<file path="config.mk">
export PLATFORM = sky130hd
export DESIGN_NAME = keypad_scan_flat
export DESIGN_NICKNAME = d
export VERILOG_FILES = /design/src/rtl/keypad_scan_if.sv /design/src/rtl/keypad_scan.sv /design/src/flat_wrapper.sv
export SDC_FILE = /design/constraint.sdc
export NUM_CORES = 1
export LEC_CHECK = 0
export BUFFER_PORTS_ARGS = -buffer_cell sky130_fd_sc_hd__buf_4
export CAP_MARGIN = 30
export CORE_MARGIN = 2
export CORE_UTILIZATION = 60
export CTS_CLUSTER_DIAMETER = 60
export DETAILED_ROUTE_END_ITERATION = 7
export PLACE_DENSITY = 0.78
export SYNTH_ARGS = -nofsm -noshare
export SYNTH_HDL_FRONTEND = slang
export SYNTH_SLANG_ARGS = --single-unit
</file>
<file path="constraint.sdc">
create_clock -name clk -period 2.8 [get_ports clk]
set_input_delay 0.14 -clock clk [delete_from_list [all_inputs] [get_ports clk]]
set_output_delay 0.14 -clock clk [all_outputs]
set_load 0.01 [all_outputs]
</file>
<file path="src/rtl/keypad_scan_if.sv">
// Keypad port bundle: row returns in, column strobes and debounced key report out.
interface keypad_scan_if;
    logic [3:0] row_in;
    logic [3:0] col_out;
    logic [3:0] key_code;
    logic       key_valid;
    logic       key_held;

    modport master (
        input  row_in,
        output col_out,
        output key_code,
        output key_valid,
        output key_held
    );

    modport slave (
        output row_in,
        input  col_out,
        input  key_code,
        input  key_valid,
        input  key_held
    );
endinterface

</file>
<file path="src/rtl/keypad_scan.sv">
// 4x4 matrix keypad scanner: column strobing, frame accumulation and
// press/release debounce, reporting one key code per accepted press.
module keypad_scan #(
    parameter int SCAN_DIV       = 50000,
    parameter int DEBOUNCE_SCANS = 4
) (
    input logic           clk,
    input logic           rst,
    keypad_scan_if.master kp
);

    localparam int             PW   = (SCAN_DIV > 1) ? $clog2(SCAN_DIV) : 1;
    localparam logic [PW-1:0]  PMAX = PW'(SCAN_DIV - 1);
    localparam logic [3:0]     DMAX = 4'(DEBOUNCE_SCANS);

    typedef enum logic [1:0] {
        IDLE,
        DEBOUNCE,
        PRESSED,
        RELEASE
    } state_t;

    // Adds the pressed rows of one column sample to the frame count,
    // saturating at 2 since only NONE/SINGLE/MULTI is ever needed.
    function automatic logic [1:0] sat_add(input logic [1:0] cnt, input logic [3:0] pr);
        logic [2:0] sum;
        sum = {1'b0, cnt} + 3'(pr[0]) + 3'(pr[1]) + 3'(pr[2]) + 3'(pr[3]);
        return (sum >= 3'd2) ? 2'd2 : sum[1:0];
    endfunction

    function automatic logic [3:0] first_code(input logic [3:0] pr, input logic [1:0] c);
        logic [3:0] code;
        code = {2'b00, c};
        for (int r = 3; r >= 0; r--) begin
            if (pr[r]) code = {2'(r), c};
        end
        return code;
    endfunction

    logic [3:0]    row_p0, row_p1;
    logic [PW-1:0] presc;
    logic [1:0]    col;
    logic [3:0]    col_reg;
    logic          tick;

    logic [1:0]    acc_cnt;
    logic [3:0]    acc_code;
    logic [15:0]   acc_map;
    logic [3:0]    pressed;
    logic [15:0]   smap;
    logic [1:0]    cnt_s;
    logic [3:0]    code_s;
    logic [15:0]   map_s;

    logic          frm_vld_p2;
    logic [1:0]    frm_cnt_p2;
    logic [3:0]    frm_code_p2;
    logic [15:0]   frm_map_p2;

    state_t        state;
    logic [3:0]    dcnt;
    logic [3:0]    cand;
    logic [3:0]    key_reg;
    logic          valid_reg;
    logic          held_reg;
    logic          single;
    logic          hit;

    // Stage p0/p1: two-flop synchronizer, idles at released (all ones)
    always_ff @(posedge clk or posedge rst) begin
        if (rst) begin
            row_p0 <= 4'hF;
            row_p1 <= 4'hF;
        end else begin
            row_p0 <= kp.row_in;
            row_p1 <= row_p0;
        end
    end

    assign tick = (presc == PMAX);

    always_ff @(posedge clk or posedge rst) begin
        if (rst) begin
            presc   <= '0;
            col     <= 2'd0;
            col_reg <= 4'b1110;
        end else if (tick) begin
            presc   <= '0;
            col     <= col + 2'd1;
            col_reg <= ~(4'b0001 << (col + 2'd1));
        end else begin
            presc <= presc + PW'(1);
        end
    end

    assign pressed = ~row_p1;

    always_comb begin
        smap = '0;
        for (int r = 0; r < 4; r++) begin
            smap[{2'(r), col}] = pressed[r];
        end
    end

    assign cnt_s  = sat_add(acc_cnt, pressed);
    assign code_s = (|pressed) ? first_code(pressed, col) : acc_code;
    assign map_s  = acc_map | smap;

    // The column-3 sample is folded straight into the frame result,
    // so the accumulator can restart cleanly on the same edge.
    always_ff @(posedge clk or posedge rst) begin
        if (rst) begin
            acc_cnt    <= 2'd0;
            acc_code   <= 4'd0;
            acc_map    <= '0;
            frm_vld_p2 <= 1'b0;
        end else begin
            frm_vld_p2 <= tick && (col == 2'd3);
            if (tick) begin
                if (col == 2'd3) begin
                    acc_cnt  <= 2'd0;
                    acc_code <= 4'd0;
                    acc_map  <= '0;
                end else begin
                    acc_cnt  <= cnt_s;
                    acc_code <= code_s;
                    acc_map  <= map_s;
                end
            end
        end
    end

    // Stage p2: completed frame summary
    always_ff @(posedge clk) begin
        if (tick && (col == 2'd3)) begin
            frm_cnt_p2  <= cnt_s;
            frm_code_p2 <= code_s;
            frm_map_p2  <= map_s;
        end
    end

    assign single = (frm_cnt_p2 == 2'd1);
    assign hit    = frm_map_p2[key_reg];

    // Hold detection uses the full position map so a MULTI frame that
    // still contains the accepted key keeps it down (rollover lockout).
    always_ff @(posedge clk or posedge rst) begin
        if (rst) begin
            state     <= IDLE;
            dcnt      <= 4'd0;
            cand      <= 4'd0;
            key_reg   <= 4'd0;
            valid_reg <= 1'b0;
            held_reg  <= 1'b0;
        end else begin
            valid_reg <= 1'b0;
            if (frm_vld_p2) begin
                case (state)
                    IDLE: begin
                        if (single) begin
                            cand <= frm_code_p2;
                            dcnt <= 4'd1;
                            if (DMAX == 4'd1) begin
                                key_reg   <= frm_code_p2;
                                valid_reg <= 1'b1;
                                held_reg  <= 1'b1;
                                state     <= PRESSED;
                            end else begin
                                state <= DEBOUNCE;
                            end
                        end
                    end
                    DEBOUNCE: begin
                        if (!single) begin
                            dcnt  <= 4'd0;
                            state <= IDLE;
                        end else if (frm_code_p2 != cand) begin
                            cand <= frm_code_p2;
                            dcnt <= 4'd1;
                        end else if (dcnt + 4'd1 == DMAX) begin
                            dcnt      <= dcnt + 4'd1;
                            key_reg   <= cand;
                            valid_reg <= 1'b1;
                            held_reg  <= 1'b1;
                            state     <= PRESSED;
                        end else begin
                            dcnt <= dcnt + 4'd1;
                        end
                    end
                    PRESSED: begin
                        if (!hit) begin
                            dcnt <= 4'd1;
                            if (DMAX == 4'd1) begin
                                held_reg <= 1'b0;
                                state    <= IDLE;
                            end else begin
                                state <= RELEASE;
                            end
                        end
                    end
                    RELEASE: begin
                        if (hit) begin
                            state <= PRESSED;
                        end else if (dcnt + 4'd1 == DMAX) begin
                            dcnt     <= dcnt + 4'd1;
                            held_reg <= 1'b0;
                            state    <= IDLE;
                        end else begin
                            dcnt <= dcnt + 4'd1;
                        end
                    end
                    default: state <= IDLE;
                endcase
            end
        end
    end

    assign kp.col_out   = col_reg;
    assign kp.key_code  = key_reg;
    assign kp.key_valid = valid_reg;
    assign kp.key_held  = held_reg;

endmodule

</file>
<file path="src/flat_wrapper.sv">
// flat-port wrapper written by rule: the top's interface ports become plain ports
module keypad_scan_flat 
#(
    parameter int SCAN_DIV       = 50000,
    parameter int DEBOUNCE_SCANS = 4
)
  (clk, rst, kp_row_in, kp_col_out, kp_key_code, kp_key_valid, kp_key_held);
  keypad_scan_if kp_i ();
  input logic clk;
  input logic rst;
  input wire logic [$bits(kp_i.row_in)-1:0] kp_row_in;
  output wire logic [$bits(kp_i.col_out)-1:0] kp_col_out;
  output wire logic [$bits(kp_i.key_code)-1:0] kp_key_code;
  output wire logic [$bits(kp_i.key_valid)-1:0] kp_key_valid;
  output wire logic [$bits(kp_i.key_held)-1:0] kp_key_held;
  assign kp_i.row_in = kp_row_in;
  assign kp_col_out = kp_i.col_out;
  assign kp_key_code = kp_i.key_code;
  assign kp_key_valid = kp_i.key_valid;
  assign kp_key_held = kp_i.key_held;
  keypad_scan #(.SCAN_DIV(SCAN_DIV), .DEBOUNCE_SCANS(DEBOUNCE_SCANS)) u_core (.clk(clk), .rst(rst), .kp(kp_i));
endmodule
</file>
==> flow_summary.ini, run 1 <==
[setup_path]
critPathLaunchType = flip-flop
crit_slowest_cell = dfstp_2
cp-end-kind = flip-flop
ff2ff_path_depth = 9
required_ns = 3.07
cpPeakStageDelay_ns = 0.56
crit_top_cell = inv_1
cp_max_fo = 6
worst_ep_arrival_time_ns = 2.90
critical_path_class = reg2reg
crit_chain = inv_1 -> fa_1 -> inv_1 -> fa_1 -> inv_1 -> fa_1 -> nor2_2 -> inv_1 -> o41ai_2

[yosys]
synth.net_count = 334
synth_edf_count = 22
synthMuxAreaShare = 0.0613
netlist_top_cells_count = dfrtp_1, nor2_1, edfxtp_1, nand2_1
synthArstFlopShare = 0.758
synth_top_area_frac = 0.370
synth_area_leaders = dfrtp_1, edfxtp_1, dfstp_2, a21o_1, nor2_1
synth_compound_area_frac = 0.0987
synth_xor_xnor_area_share = 0.0425
ys_ff_latch = 91
synth-simple-area-share = 0.117
synth_adder_area_share = 0.0409
synth_top_family_by_area = simple AND/OR/NAND/NOR gates
synth_area_leader_cell = dfrtp_1
ys.warnings.count = 0
syn_area_um2 = 3920
yosysUniqueCellTypes = 43
yosysMostFrequentCell = dfrtp_1
syn_inst = 317
avgSynthCellArea_um2 = 12.4
synth_ff_type = dfrtp_1
seq_area_frac_synth = 0.613

[route]
drtAntennaViolNets = 0
wl_mm = 6.88
vias = 2466
wl_met1_mm = 3.30
drc = 0
met3_length_um = 295
vias_per_cell = 5.78
wire_per_inst_um = 16.1
drt_iter0_drc = 218
drtPass1Iterations = 4
top_layer_used = met4
met2_length_mm = 3.15

[floorplanning]
coreArea_um2 = 6350
die-area_um2 = 7190
io-pin-count = 16
initial_core_util = 0.617
die_x_um = 84.8
die_h_um = 84.8
rows = 29

[timing]
final-max-slew-violation-count = 0
finClkSkew_ns = 0.00896
setup_viol = 0
fin_tns_setup_ns = 0
fin_crit_ns = 2.63
rsz0062_at_grt = no
setup_ws_ns = 0.171
post-route-period-util = 0.939
hold_viol_final = 0
fmax_mhz = 380
maxSlewHeadroom = 0.701
tightest_slew_ns = 0.449

[cts]
cts_made_buffers = 9
cts_tree = yes
path_clk_slew_ns = 0.09
h-tree-depth = 3
clock_latency_ns = 0.36
cts_root_buffer = clkbuf_8
cts_buffer_depth = 2
cts_sinks = 91

[layout]
drive_gt1_frac = 0.186
diodes = 0
largestRegisters = u_core.acc_map: 16 flops, u_core.frm_map_p2: 16 flops, u_core.presc: 16 flops
finalNonFillerCells = 427
area_delta_synth_final_pct = 13.3
num-nets-final = 362
fin_util = 0.699

[place]
pre_cts_slack_ns = 0.0928
placedCellCount = 405
place_hpwl_mm = 4.60
gp_congestion = 0.836
port-buffer-count = 15

[global_route]
gr-total-overflow = 0
grt_pass1_wl_mm = 11.8
antenna_found_initial = 0
grt_pass1_vias = 2405
grt_max_degree = 70
grt_usage = 0.215

[pwr]
power_mw = 2.43
cellPowerDensity_nw_per_um2 = 549
peakVddDrop_mv = 0.378
leakage_nw = 2.05

[hold_path]
hold_class = reg2reg
whs_path_depth = 0

[run_status]
status = finished clean

[job]
cap_violations = 0
==> power breakdown <==
group | total (mW) | switching [mW] | internal, mW | leakage, nW
Sequential | 1.37 | 0.00481 | 1.37 | 1.08
Clock | 0.995 | 0.478 | 0.517 | 0.115
Combinational | 0.0691 | 0.0436 | 0.0255 | 0.850
Total | 2.43 | 0.527 | 1.91 | 2.05
==> final timing paths <==
kind	startpoint	to	slack [ns]
max in group asynchronous	rst	u_core.row_p1[0]$_DFF_PP1_	2.06
hold / removal	u_core.row_p0[0]$_DFF_PP1_	u_core.row_p1[0]$_DFF_PP1_	0.36
min in group asynchronous	rst	u_core.state[0]$_DFFE_PP0P_	0.40
hold reg to reg	u_core.row_p0[0]$_DFF_PP1_	u_core.row_p1[0]$_DFF_PP1_	0.36
setup / recovery	u_core.row_p1[0]$_DFF_PP1_	u_core.acc_cnt[0]$_DFFE_PP0N_	0.17
setup reg to reg	u_core.row_p1[0]$_DFF_PP1_	u_core.acc_cnt[0]$_DFFE_PP0N_	0.17
==> per-layer routing <==
| layer | vias to the layer above | global-route usage |
|---|---|---|
| li1 | 1166 | - |
| met1 | 1225 | 0.325 |
| met2 | 62 | 0.303 |
| met3 | 13 | 0.0521 |
| met4 | 0 | 0.0866 |
| met5 | - | 0 |
==> kinds of logic (layout without fill, tap and decap cells) <==
family                     count (synthesis)  in the layout
xor gates and xnor gates                  19             19
adders and majority gates                 11             11
AOI/OAI and AO/OA                         59             59
buffers and inverters                     27             60
and+or+nand+nor                           95             95
muxes                                     15             15
DFF                                       91             91
==> cell usage in the layout (no fill, tap or decap), types with 9 or more instances in the layout <==
cell      count
dfrtp_1      58
nor2_1       32
nand2_1      22
edfxtp_1     22
buf_4        20
a21o_1       18
o21ai_0      18
inv_1        16
nand3_1      12
dfstp_2      11
mux2_2       10
xor2_1       10
xnor2_1       9
clkbuf_8      9
==> what timing repair did <==
| item | 4_1_cts | 5_1_grt |
|---|---|---|
| hold buffers | 5 | 0 |
| hold endpoints to repair | 62 | 0 |
| gates resized for setup | 0 | 3 |
| setup endpoints to repair | 0 | 1 |
| setup buffers | 0 | 1 |
==> metrics by stage <==
step	hold slack, ns	cell area [um2]
2_1_floorplan	0.144	3920
3_3_place_gp	0.245	4140
3_5_place_dp	0.249	4140
4_1_cts	0.360	4420
5_1_grt	0.361	4440
6_report	0.359	4440
==> final cells by class <==
type | instances | area [um2]
multi-input cells | 199 | 1420
inverters | 18 | 71.3
clock buffers | 9 | 124
flip-flops and latches | 91 | 2400
fillers | 450 | 1910
clock inverters | 7 | 104
repair buffers | 26 | 220
well taps | 77 | 96.3
==> critical path, delay by kind of cell, from the launching register on <==
family	cells	cell delay (ns)
DFF	1	0.56
AOI/OAI and AO/OA	1	0.20
adders and majority gates	3	1.31
and+or+nand+nor	1	0.14
buffers and inverters	4	0.32
(Power assumes the default switching activity.)
==> inputs of run 2 (changes only) <==
Settings changed: MAX_ROUTING_LAYER set to met4.
==> flow_summary.ini, run 2 (synthesis gave the netlist of run 1 again) <==
[route]
vias_per_cell = 5.73
drtAntennaViolNets = 0
wire_per_inst_um = 16.1
vias = 2448
drtPass1Iterations = 4
drc = 0
drt_iter0_drc = 211
wl_mm = 6.87

[timing]
holdWs_ns = 0.359
finClkSkew_ns = 0.00793
maxSlewHeadroom = 0.698
rsz0062_at_grt = no
hold_viol_final = 0
setup_ws_ns = 0.172
fmax_mhz = 380
final-max-slew-violation-count = 0
fin_tns_setup_ns = 0
fin_crit_ns = 2.63
setup_viol = 0
post-route-period-util = 0.939
tightest_slew_ns = 0.453

[place]
placedCellCount = 405
port-buffer-count = 15
gp_congestion = 0.849
pre_cts_slack_ns = 0.0928
place_hpwl_mm = 4.60

[global_route]
gr-total-overflow = 0
antenna_found_initial = 0
grt_usage = 0.221
grt_max_degree = 70
grt_pass1_wl_mm = 11.7
grt_pass1_vias = 2412

[layout]
num-nets-final = 362
drive_gt1_frac = 0.186
nFillCells = 450
final_common_cell = dfrtp_1
area_delta_synth_final_pct = 13.3
final_cell_mix = dfrtp_1, nor2_1, nand2_1, edfxtp_1, buf_4
diodes = 0
finalNonFillerCells = 427
largestRegisters = u_core.acc_map: 16 flops, u_core.frm_map_p2: 16 flops, u_core.presc: 16 flops

[cts]
cts_root_buffer = clkbuf_8
cts_sinks = 91
clock_latency_ns = 0.36
cts_tree = yes
path_clk_slew_ns = 0.09
cts_buffer_depth = 2
h-tree-depth = 3
cts_made_buffers = 9

[run_status]
status = finished clean

[setup_path]
critical_path_class = reg2reg
worst_ep_arrival_time_ns = 2.89
cp-end-kind = flip-flop
critPathLaunchType = flip-flop
cp_max_fo = 6
required_ns = 3.07

[floorplanning]
rows = 29
die-area_um2 = 7190
initial_core_util = 0.617
io-pin-count = 16
die_h_um = 84.8
coreArea_um2 = 6350
die_x_um = 84.8

[job]
cap_violations = 0

[pwr]
peakVddDrop_mv = 0.378
power_mw = 2.44
cellPowerDensity_nw_per_um2 = 549
leakage_nw = 2.05

[hold_path]
hold_class = reg2reg
==> run 2: cell counts in the layout (fill, tap and decap cells not counted) <==
Identical to the previous run, type by type.
==> run 2: final cells by class <==
class	instances	area (um2)	share of cell area
Clock buffer	9	124	0.0279
Timing Repair Buffer	26	220	0.0496
Multi-Input combinational cell	199	1420	0.320
Clock inverter	7	104	0.0234
Sequential cell	91	2400	0.541
Inverter	18	71.3	0.0161
Tap cell	77	96.3	0.0217
==> run 2: report_power, final <==
group          total (mW)  internal (mW)  switching [mW]  leakage [nW]
Combinational      0.0693         0.0255          0.0438         0.850
Clock               0.995          0.517           0.478         0.115
Sequential           1.37           1.37         0.00473          1.08
==> run 2: worst max-delay path, stage by stage, from the launching register on <==
cell and delay, ns:
dfstp_2 0.56, inv_1 0.11, fa_1 0.54, inv_1 0.05
fa_1 0.35, inv_1 0.08, fa_1 0.42, nor2_2 0.14
inv_1 0.08, o41ai_2 0.20
==> run 2: per-stage QoR <==
stage | instance area (um2) | utilization
6_report | 4440 | 0.699
3_3_place_gp | 4140 | 0.652
5_1_grt | 4440 | 0.699
2_1_floorplan | 3920 | -
3_5_place_dp | 4140 | 0.652
4_1_cts | 4420 | 0.695
==> run 2: repair_timing <==
action                     in CTS  in global routing
hold endpoints to repair       62                  0
setup buffers                   0                  1
setup endpoints to repair       0                  1
gates resized for setup         0                  3
hold buffers                    5                  0
==> run 2: per-layer routing <==
metal	track usage	routed length, um	up-vias	share of wire
met5	-	0	-	0
met4	0.0866	143	0	0.021
met3	0.0521	287	13	0.042
met2	0.304	3150	56	0.46
met1	0.321	3290	1213	0.48
li1	-	-	1166	-
==> run 2: final timing paths <==
| kind | start | depth (start not counted) | slack, ns | end |
|---|---|---|---|---|
| hold / removal | u_core.row_p0[3]$_DFF_PP1_ | 0 | 0.36 | u_core.row_p1[3]$_DFF_PP1_ |
| setup reg to reg | u_core.row_p1[0]$_DFF_PP1_ | 9 | 0.17 | u_core.acc_cnt[0]$_DFFE_PP0N_ |
| min in group asynchronous | rst | 4 | 0.40 | u_core.state[0]$_DFFE_PP0P_ |
| hold reg to reg | u_core.row_p0[3]$_DFF_PP1_ | 0 | 0.36 | u_core.row_p1[3]$_DFF_PP1_ |
| max in group asynchronous | rst | 4 | 2.06 | u_core.row_p0[0]$_DFF_PP1_ |
| setup / recovery | u_core.row_p1[0]$_DFF_PP1_ | 9 | 0.17 | u_core.acc_cnt[0]$_DFFE_PP0N_ |
==> inputs of run 3 (changes only) <==
Settings changed: CORE_UTILIZATION 60 to 61, PLACE_DENSITY 0.78 to 0.79, REMOVE_ABC_BUFFERS set to 1.
==> flow_summary.ini, run 3 (synthesis gave the netlist of run 1 again) <==
[setup_path]
cp-end-kind = flip-flop
required_ns = 3.03
crit_slowest_cell = dfstp_2
crit_top_cell = inv_1
critPathTopFamily = adder cells
cpPeakStageDelay_ns = 0.56
cp_num_buf_inv = 4
worst_ep_arrival_time_ns = 2.94
critical_path_class = reg2reg
critPathLaunchType = flip-flop
crit_chain = inv_1 -> fa_1 -> inv_1 -> fa_1 -> inv_1 -> fa_1 -> nor2_2 -> inv_1 -> o41ai_1
cp_max_fo = 6

[route]
vias_per_cell = 5.61
drt_iter0_drc = 183
wl_mm = 6.89
drc = 0
vias = 2395
drtPass1Iterations = 5
wire_per_inst_um = 16.1
drtAntennaViolNets = 0

[cts]
cts_sinks = 91
cts_tree = yes
cts_root_buffer = clkbuf_8
clock_latency_ns = 0.34
post_cts_buffers = 0
cts_buffer_depth = 2
path_clk_slew_ns = 0.08
cts_made_buffers = 9
h-tree-depth = 3

[timing]
tightest_slew_ns = 0.491
fin_crit_ns = 2.71
setup_viol = 0
rsz0062_at_grt = no
post-route-period-util = 0.967
finClkSkew_ns = 0.0112
final-max-slew-violation-count = 0
maxSlewHeadroom = 0.672
fin_tns_setup_ns = 0
hold_viol_final = 0
fmax_mhz = 369
setup_ws_ns = 0.0935

[global_route]
grt_usage = 0.217
gr-total-overflow = 0
antenna_found_initial = 0
grt_pass1_wl_mm = 11.5
grt_pass1_vias = 2250
grt_max_degree = 41

[layout]
finalNonFillerCells = 427
largestRegisters = u_core.acc_map: 16 flops, u_core.frm_map_p2: 16 flops, u_core.presc: 16 flops
drive_gt1_frac = 0.171
final_common_cell = dfrtp_1
fin_area_um2 = 4360
num-nets-final = 362
diodes = 0
area_delta_synth_final_pct = 11.3
final_cell_mix = dfrtp_1, nor2_1, nand2_1, edfxtp_1, buf_4

[pwr]
leakage_nw = 2.01
cellPowerDensity_nw_per_um2 = 511
peakVddDrop_mv = 0.376

[place]
dpl_cell_area_um2 = 4130
pre_cts_slack_ns = 0.0735
placedCellCount = 406
place_hpwl_mm = 4.80
gp_congestion = 0.835
port-buffer-count = 15

[floorplanning]
die_x_um = 84.1
die_h_um = 84.1
rows = 29
io-pin-count = 16
coreArea_um2 = 6280
die-area_um2 = 7080
initial_core_util = 0.624

[run_status]
status = finished clean

[job]
cap_violations = 0

[hold_path]
hold_class = reg2reg
[run 3: cell types whose count changed in the layout (fill, tap and decap cells not counted), moves of 2 or more]
| cell | before | now |
|---|---|---|
| inv_6 | 4 | 0 |
| clkbuf_1 | 0 | 3 |
| bufinv_16 | 2 | 0 |
| clkbuf_8 | 9 | 11 |
[run 3: where the power goes]
group / internal, mW / switching, mW / total (mW)
sequential: 1.37 / 0.00479 / 1.37
combinational: 0.0234 / 0.0436 / 0.0670
clock: 0.372 / 0.419 / 0.791
total: 1.76 / 0.468 / 2.23
[run 3: metrics by stage]
step / total power [mW] / utilization / hold WS [ns]
2_1_floorplan: 1.43 / - / 0.144
3_3_place_gp: 1.45 / 0.658 / 0.241
3_5_place_dp: 1.46 / 0.658 / 0.246
4_1_cts: 2.25 / 0.694 / 0.361
5_1_grt: 2.32 / 0.695 / 0.367
6_report: 2.23 / 0.695 / 0.361
[run 3: cell type report]
cell class                      count  area, um2
Multi-Input combinational cell    199       1410
Sequential cell                    91       2400
Timing Repair Buffer               26        208
Clock inverter                      2       12.5
Tap cell                           77       96.3
Fill cell                         419       1920
Inverter                           18       67.6
Clock buffer                       14        163
[run 3: metal layers]
metal	vias up	part of all wire	track usage
met5	-	0	-
met4	0	0.014	0.0777
met3	9	0.040	0.0442
met2	57	0.47	0.308
met1	1157	0.48	0.317
li1	1172	-	-
[run 3: worst paths after layout]
kind / slack (ns) / from / endpoint / depth (start not counted)
hold / removal: 0.36 / u_core.row_p0[2]$_DFF_PP1_ / u_core.row_p1[2]$_DFF_PP1_ / 0
hold reg to reg: 0.36 / u_core.row_p0[2]$_DFF_PP1_ / u_core.row_p1[2]$_DFF_PP1_ / 0
setup reg to reg: 0.09 / u_core.row_p1[0]$_DFF_PP1_ / u_core.acc_cnt[0]$_DFFE_PP0N_ / 9
setup / recovery: 0.09 / u_core.row_p1[0]$_DFF_PP1_ / u_core.acc_cnt[0]$_DFFE_PP0N_ / 9
max in group asynchronous: 1.93 / rst / u_core.row_p1[3]$_DFF_PP1_ / 4
min in group asynchronous: 0.45 / rst / u_core.presc[14]$_DFF_PP0_ / 4
[run 3: repair_timing]
action                     4_1_cts  5_1_grt
resized for setup                0        1
hold endpoints to repair        62        0
setup endpoints to repair        0        1
hold buffers                     5        0
